[src/rtl/sum_group_pkg.sv]
// sum_group_pkg: shared state encoding and width helper for the sum group accumulator.
package sum_group_pkg;
    typedef enum logic [0:0] { ACCUM, HOLD } sum_group_state_t;

    function automatic int calc_out_width(input int in_width, input int n_items);
        return in_width + $clog2(n_items);
    endfunction
endpackage

[src/rtl/group_item_counter.sv]
// group_item_counter: counts items within a group and flags the group's final item.
module group_item_counter #(
    parameter int n_items = 4,
    localparam int cw = $clog2(n_items) + 1
) (
    input  logic clk,
    input  logic rst,
    input  logic inc,
    input  logic restart,
    input  logic clr,
    input  logic last,
    output logic last_item
);
    logic [cw-1:0] cnt;

    always_ff @(posedge clk or posedge rst) begin
        if (rst) cnt <= '0;
        else if (clr) cnt <= '0;
        else if (restart) cnt <= cw'(1);
        else if (inc) cnt <= cnt + cw'(1);
    end

    assign last_item = (cnt == cw'(n_items - 1)) | last;
endmodule

[src/rtl/sum_group_accumulator.sv]
// sum_group_accumulator: sums groups of n_items input sums and emits one total per group.
// Optional SUM_GROUP_EARLY_LAST_EN adds up_last to close a group early.
module sum_group_accumulator
    import sum_group_pkg::*;
#(
    parameter int in_width  = 9,
    parameter int n_items   = 4,
    parameter int out_width = calc_out_width(in_width, n_items)
) (
    input  logic                 clk,
    input  logic                 rst,
    input  logic                 up_vld,
    output logic                 up_rdy,
    input  logic [in_width-1:0]  up_data,
`ifdef SUM_GROUP_EARLY_LAST_EN
    input  logic                 up_last,
`endif
    output logic                 down_vld,
    input  logic                 down_rdy,
    output logic [out_width-1:0] down_data
);
    sum_group_state_t state, next_state;
    logic [out_width-1:0] acc, out_q, sum;
    logic xfer_in, xfer_out, last_item, last, inc, restart, clr;

`ifdef SUM_GROUP_EARLY_LAST_EN
    assign last = up_last;
`else
    assign last = 1'b0;
`endif

    // acc is always zero in HOLD, so sum is just up_data when a new group starts there
    assign sum = acc + out_width'(up_data);

    group_item_counter #(.n_items(n_items)) u_cnt (
        .clk(clk),
        .rst(rst),
        .inc(inc),
        .restart(restart),
        .clr(clr),
        .last(last),
        .last_item(last_item)
    );

    always_ff @(posedge clk or posedge rst) begin
        if (rst) state <= ACCUM;
        else state <= next_state;
    end

    always_comb begin
        up_rdy     = ~rst & ((state == ACCUM) | down_rdy);
        down_vld   = state == HOLD;
        xfer_in    = up_vld & up_rdy;
        xfer_out   = down_vld & down_rdy;
        clr        = xfer_in & last_item;
        inc        = xfer_in & ~last_item & (state == ACCUM);
        restart    = xfer_in & ~last_item & (state == HOLD);
        next_state = clr ? HOLD : xfer_out ? ACCUM : state;
    end

    always_ff @(posedge clk or posedge rst) begin
        if (rst) begin
            acc   <= '0;
            out_q <= '0;
        end else if (xfer_in) begin
            acc <= last_item ? '0 : sum;
            if (last_item) out_q <= sum;
        end
    end

    assign down_data = out_q;
endmodule

[config.mk]
export PLATFORM = sky130hd
export DESIGN_NAME = sum_group_accumulator
export DESIGN_NICKNAME = d
export VERILOG_FILES = /design/src/rtl/sum_group_pkg.sv /design/src/rtl/group_item_counter.sv /design/src/rtl/sum_group_accumulator.sv
export SDC_FILE = /design/constraint.sdc
export NUM_CORES = 1
export LEC_CHECK = 0
export CAP_MARGIN = 25
export CORE_ASPECT_RATIO = 0.75
export CORE_MARGIN = 5
export CORE_UTILIZATION = 47
export CTS_CLUSTER_SIZE = 28
export DETAILED_ROUTE_END_ITERATION = 8
export PLACE_DENSITY = 0.73
export SYNTH_ARGS = -nofsm -noshare
export SYNTH_HDL_FRONTEND = slang
export SYNTH_SLANG_ARGS = --single-unit
[constraint.sdc]
create_clock -name clk -period 2 [get_ports clk]
set_input_delay 0.4 -clock clk [delete_from_list [all_inputs] [get_ports clk]]
set_output_delay 0.4 -clock clk [all_outputs]
set_load 0.005 [all_outputs]
==> results of run 1 <==
==> where the power goes <==
| group | switching [W] | leakage [nW] | internal (W) |
|---|---|---|---|
| clock | 0.000164 | 0.0288 | 0.000176 |
| combinational | 0.000776 | 0.609 | 0.000952 |
| sequential | 0.000136 | 0.328 | 0.000762 |
==> layout make-up <==
class	instances	area [sq um]
multi-input cells	102	805
clock buffers	4	55.1
repair buffers	53	460
fillers	229	901
flip-flops and latches	26	651
well taps	38	47.5
inverters	10	37.5
==> synth_stat cells (2+ instances only) <==
| cell type | n |
|---|---|
| xnor2_1 | 5 |
| o31ai_1 | 3 |
| a21o_1 | 3 |
| a22o_1 | 4 |
| dfrtp_1 | 26 |
| ha_1 | 11 |
| mux2_2 | 6 |
| inv_1 | 10 |
| a21oi_2 | 2 |
| nand2b_1 | 2 |
| a31oi_1 | 2 |
| a21oi_1 | 7 |
| o22ai_1 | 2 |
| clkbuf_1 | 2 |
| o21ai_0 | 11 |
| xor2_1 | 4 |
| nand2_1 | 18 |
| nor2_1 | 6 |
==> kinds of logic after synthesis <==
| group | share of synthesized area, % |
|---|---|
| XOR/XNOR | 5.40 |
| multiplexers | 4.63 |
| buffers and inverters | 4.55 |
| adder cells (fa/ha/maj) | 10.8 |
| flip-flops | 44.6 |
| AO/OA/AOI/OAI | 20.2 |
| AND/OR/NAND/NOR | 9.86 |
==> sequential cells by signal (all words and copies together), names as in the netlist <==
signal     flops
down_vld       1
acc           11
down_data     11
u_cnt.cnt      3
==> what timing repair did <==
item / in CTS / in global routing
setup buffers: 4 / 1
endpoints found under the setup margin: 11 / 9
hold endpoints to repair: 0 / 0
pin swaps: 5 / 7
gates resized for setup: 9 / 11
==> through the flow <==
stage,cells,instance area [sq um],setup TNS (ps)
2_1_floorplan,143,1460,0
3_3_place_gp,224,1900,-4910
3_5_place_dp,224,1900,-5380
4_1_cts,232,2000,-25.1
5_1_grt,233,2060,-150
6_report,233,2060,0
==> layer usage <==
metal	vias to the layer above	global-route usage [%]
met5	-	0
met4	0	3.05
met3	2	4.68
met2	24	25.4
met1	574	23.3
li1	613	-
==> final timing paths <==
| check | from | endpoint | slack (ps) | cells past startpoint |
|---|---|---|---|---|
| max in group asynchronous | rst | down_data[5] | 1130 | 4 |
| worst max-delay path | up_data[8] | acc[10] | 60 | 9 |
| worst min register to register | u_cnt.cnt[2] | u_cnt.cnt[2] | 490 | 2 |
| min in group asynchronous | rst | acc[9] | 600 | 4 |
| worst max register to register | acc[0] | down_data[8] | 60 | 9 |
| worst min-delay path | u_cnt.cnt[2] | u_cnt.cnt[2] | 490 | 2 |
==> worst max-delay path, delay by kind of cell <==
family,cells,cell delay (ps)
AND/OR/NAND/NOR,2,370
adder cells (fa/ha/maj),1,390
AO/OA/AOI/OAI,3,270
buffers and inverters,3,680
==> run summary, run 1 <==
status: finished, final reports clean
met3 WL: 162 um
unrepaired setup endpoints after global routing: true
Yosys cell types: 37
Ys Warns: 0
startpoint types: input pin
initial DRC count: 64
most area-hungry cell type in the Yosys netlist: dfrtp_1
routability cong.: 0.821
pre-CTS WS: -496 ps
via/cell ratio: 5.21
commonest cells after routing, fill and taps aside: buf_4 (27), dfrtp_1 (26), clkdlybuf4s50_1 (22)
starting density of the core: 49.3%
routed len/inst: 14.1 um
most common cell after layout, fill and taps aside: buf_4
Die Height: 58.3 um
Avg Cell Area, Syn: 10.2 sq um
buffers added on ports: 25
total core area: 2960 sq um
Worst-Skew Late Latency: 270 ps
top-area cell type share of the netlist area: 44.6%
total grt overflow: 0
Total Wirelength: 3290 um
Die ar.: 4330 sq um
Mapped Cells: 143
vias in the first global route: 1184
Final period util: 97.1%
CTS tree: done
CP Data Required Time: 2160 ps
Post-Route Utilization: 69.5%
first-pass GRT wire length: 5460 um
sequential area share after synthesis: 44.6%
cell row count: 17
WL met2: 1550 um
Slew headroom: 75.7%
Post-synth ARST share: 100%
diode count: 0
Hold Vio Cnt, Final: 0
Synthesized Nets: 168
Post-Route M1 WL: 1560 um
Tot Pwr: 0.00297 W
CTS Buffer Depth: 2
CP Data Arrival Time: 2110 ps
share of post-route cells with drive strength above 1: 29.2%
FF+latch count, synth: 26
post-layout minimum cycle time: 1940 ps
HPWL after DPL: 2400 um
cts bufs inserted: 3
fmax: 515 MHz
Crit Path Class: input pin to flip-flop
Hold WC Path Type: flip-flop to flip-flop
Post-Syn Area: 1460 sq um
gr usage total: 16.4%
predominant post-synthesis flop cell: dfrtp_1
top cells by area, synth: dfrtp_1 (45%), ha_1 (9.4%), nand2_1 (4.6%)
Clock Skew: 4.33 ps
Residual DRC: 0
initial antenna violation count: 0
Boundary Pins: 26
Die W: 74.3 um
setup ws final: 58.8 ps
area delta synth->final: 40.9%
Pleak: 0.966 nW
Top Layer Used: met4
total clock sinks: 26
Vias: 1213
H-tree depth: 1
CP Cell Sequence: clkdlybuf4s50_1, ha_1, nand4_1, nor2_1, a21oi_2, buf_4, buf_4, a21oi_2, o21ai_1
CTS hold repair buffers: 0
number of flops mapped to enable cells by yosys: 0
Slew @ Worst Pin: 364 ps
clock slew at reported path FFs: 90 ps
Max Fanout on Critical Path: 6
CP max stage delay: 410 ps
CTS root buf: clkbuf_8
maxcap violations: 0
Worst setup EP type: flip-flop
Final nets: 221
number of setup violations in the final report: 0
Antenna Violating Nets Remaining: 0
slowest CP cell: clkdlybuf4s50_1
Max Slew Vio Count: 0
power density over cell area: 1440 nW/um^2
largest net degree at the start of global routing: 27
DR pass1 iterations: 4
Worst VDD drop: 898 uV
worst hold slack: 493 ps
Power figures use the tool's default switching activity.
==> inputs of run 2 (changes only) <==
CORE_MARGIN = 10   (was 5)
==> run 2 against run 1 <==
  * Cell area unchanged
  * Via count up 2.2%
  * Non-clock buffer count down 4
==> run summary, run 2 (synthesis gave the netlist of run 1 again) <==
Max Slew Vio Count: 0
status: finished, final reports clean
total clock sinks: 26
Vias: 1240
cts bufs inserted: 3
first-pass GRT wire length: 5780 um
Slew @ Worst Pin: 387 ps
via/cell ratio: 5.41
CTS root buf: clkbuf_8
Slew headroom: 74.2%
Pleak: 0.960 nW
initial DRC count: 60
CP Data Required Time: 2160 ps
DR pass1 iterations: 4
setup ws final: 18.1 ps
startpoint types: flip-flop
CTS tree: done
area delta synth->final: 40.9%
clock slew at reported path FFs: 100 ps
Hold WC Path Type: flip-flop to flip-flop
family with the most delay on the worst path: adder cells
post-layout minimum cycle time: 1980 ps
CTS hold repair buffers: 0
Top Usage Layer GRT: met2
M3 GR Usage: 3.91%
CP Cell Sequence: ha_2, inv_2, fa_2, nand2b_4, a21oi_4, buf_6, a21oi_2, xnor2_1, mux2_4
number of setup violations in the final report: 0
initial antenna violation count: 0
Antenna Violating Nets Remaining: 0
buffers added on ports: 25
unrepaired setup endpoints after global routing: true
CTS Buffer Depth: 2
diode count: 0
Worst Path Buf+Inv: 2
H-tree depth: 1
routed len/inst: 15.2 um
fmax: 505 MHz
Worst VDD drop: 903 uV
share of post-route cells with drive strength above 1: 27.7%
CP Data Arrival Time: 2140 ps
met2 GRT Util: 20.5%
Residual DRC: 0
Worst setup EP type: flip-flop
Max Fanout on Critical Path: 3
number of standard cells in the final layout excluding fillers: 229
Die W: 84.3 um
Area after DPL: 1890 sq um
cell row count: 17
maxcap violations: 0
Die ar.: 5760 sq um
final std cell area, no fill: 2060 sq um
HPWL after DPL: 2540 um
Clock Skew: 8.84 ps
Boundary Pins: 26
Crit Path Class: flip-flop to flip-flop
Hold Vio Cnt, Final: 0
most common cell after layout, fill and taps aside: dfrtp_1
CP max stage delay: 360 ps
largest net degree at the start of global routing: 27
starting density of the core: 49.3%
total core area: 2960 sq um
register-to-register setup slack: 20 ps
Die Height: 68.3 um
Final period util: 99.1%
Placed Instances: 223
met1 usage: 15.0%
commonest cells after routing, fill and taps aside: dfrtp_1 (26), buf_4 (23), clkdlybuf4s50_1 (21)
total grt overflow: 0
slowest CP cell: dfrtp_1
Post-Route Utilization: 69.5%
routability cong.: 0.875
Total Wirelength: 3480 um
vias in the first global route: 1265
gr usage total: 12.0%
power density over cell area: 1490 nW/um^2
Worst-Skew Late Latency: 270 ps
pre-CTS WS: -494 ps
Final nets: 217
==> run 2: cell count changes in the layout (fill, tap and decap cells not counted), moves of 2 or more <==
cell     change
ha_4         +3
o21ai_1      -2
o21ai_0      +2
ha_1         -2
buf_4        -4
==> run 2: per-layer routing <==
metal / part of all wire, % / vias up
met1: 45 / 580
met4: 1.1 / 0
li1: - / 604
met5: 0 / -
met2: 47 / 50
met3: 7.3 / 6
==> run 2: worst paths after layout <==
| kind | start | endpoint | depth (start not counted) |
|---|---|---|---|
| worst max-delay path | acc[0] | down_data[8] | 9 |
| worst min-delay path | down_data[10] | down_data[10] | 2 |
| worst max register to register | acc[0] | down_data[8] | 9 |
| worst min register to register | down_data[10] | down_data[10] | 2 |
| max in group asynchronous | rst | u_cnt.cnt[2] | 4 |
| min in group asynchronous | rst | down_data[5] | 4 |
==> run 2: through the flow <==
step | total power [W] | hold WS (ps) | TNS (ps)
floorplan | 0.00181 | 443 | 0
global placement | 0.00240 | 455 | -5120
detailed placement | 0.00245 | 470 | -5600
CTS | 0.00296 | 491 | -29.1
global route | 0.00329 | 509 | -68.7
finish | 0.00306 | 481 | 0
==> run 2: layout make-up <==
class,count,area (sq um)
inverters,10,37.5
clock inverters,1,30.0
multi-input cells,102,816
flip-flops and latches,26,651
repair buffers,49,433
well taps,38,47.5
fillers,226,901
clock buffers,3,41.3
==> run 2: worst min-delay path, delay by kind of cell, from the launching register on <==
kind / cells / cell delay, ps
and+or+nand+nor: 1 / 50
DFF: 1 / 350
AOI/OAI and AO/OA: 1 / 50
==> run 2: timing repair <==
item,4_1_cts,5_1_grt
endpoints found under the setup margin,11,10
buffers inserted,2,0
resized for setup,10,10
pin swaps,5,8
==> run 2: where the power goes <==
| part | leakage, nW | total (W) | switching [W] | internal, W |
|---|---|---|---|---|
| Combinational | 0.597 | 0.00171 | 0.000764 | 0.000948 |
| Clock | 0.0357 | 0.000437 | 0.000169 | 0.000268 |
| Sequential | 0.328 | 0.000910 | 0.000148 | 0.000762 |
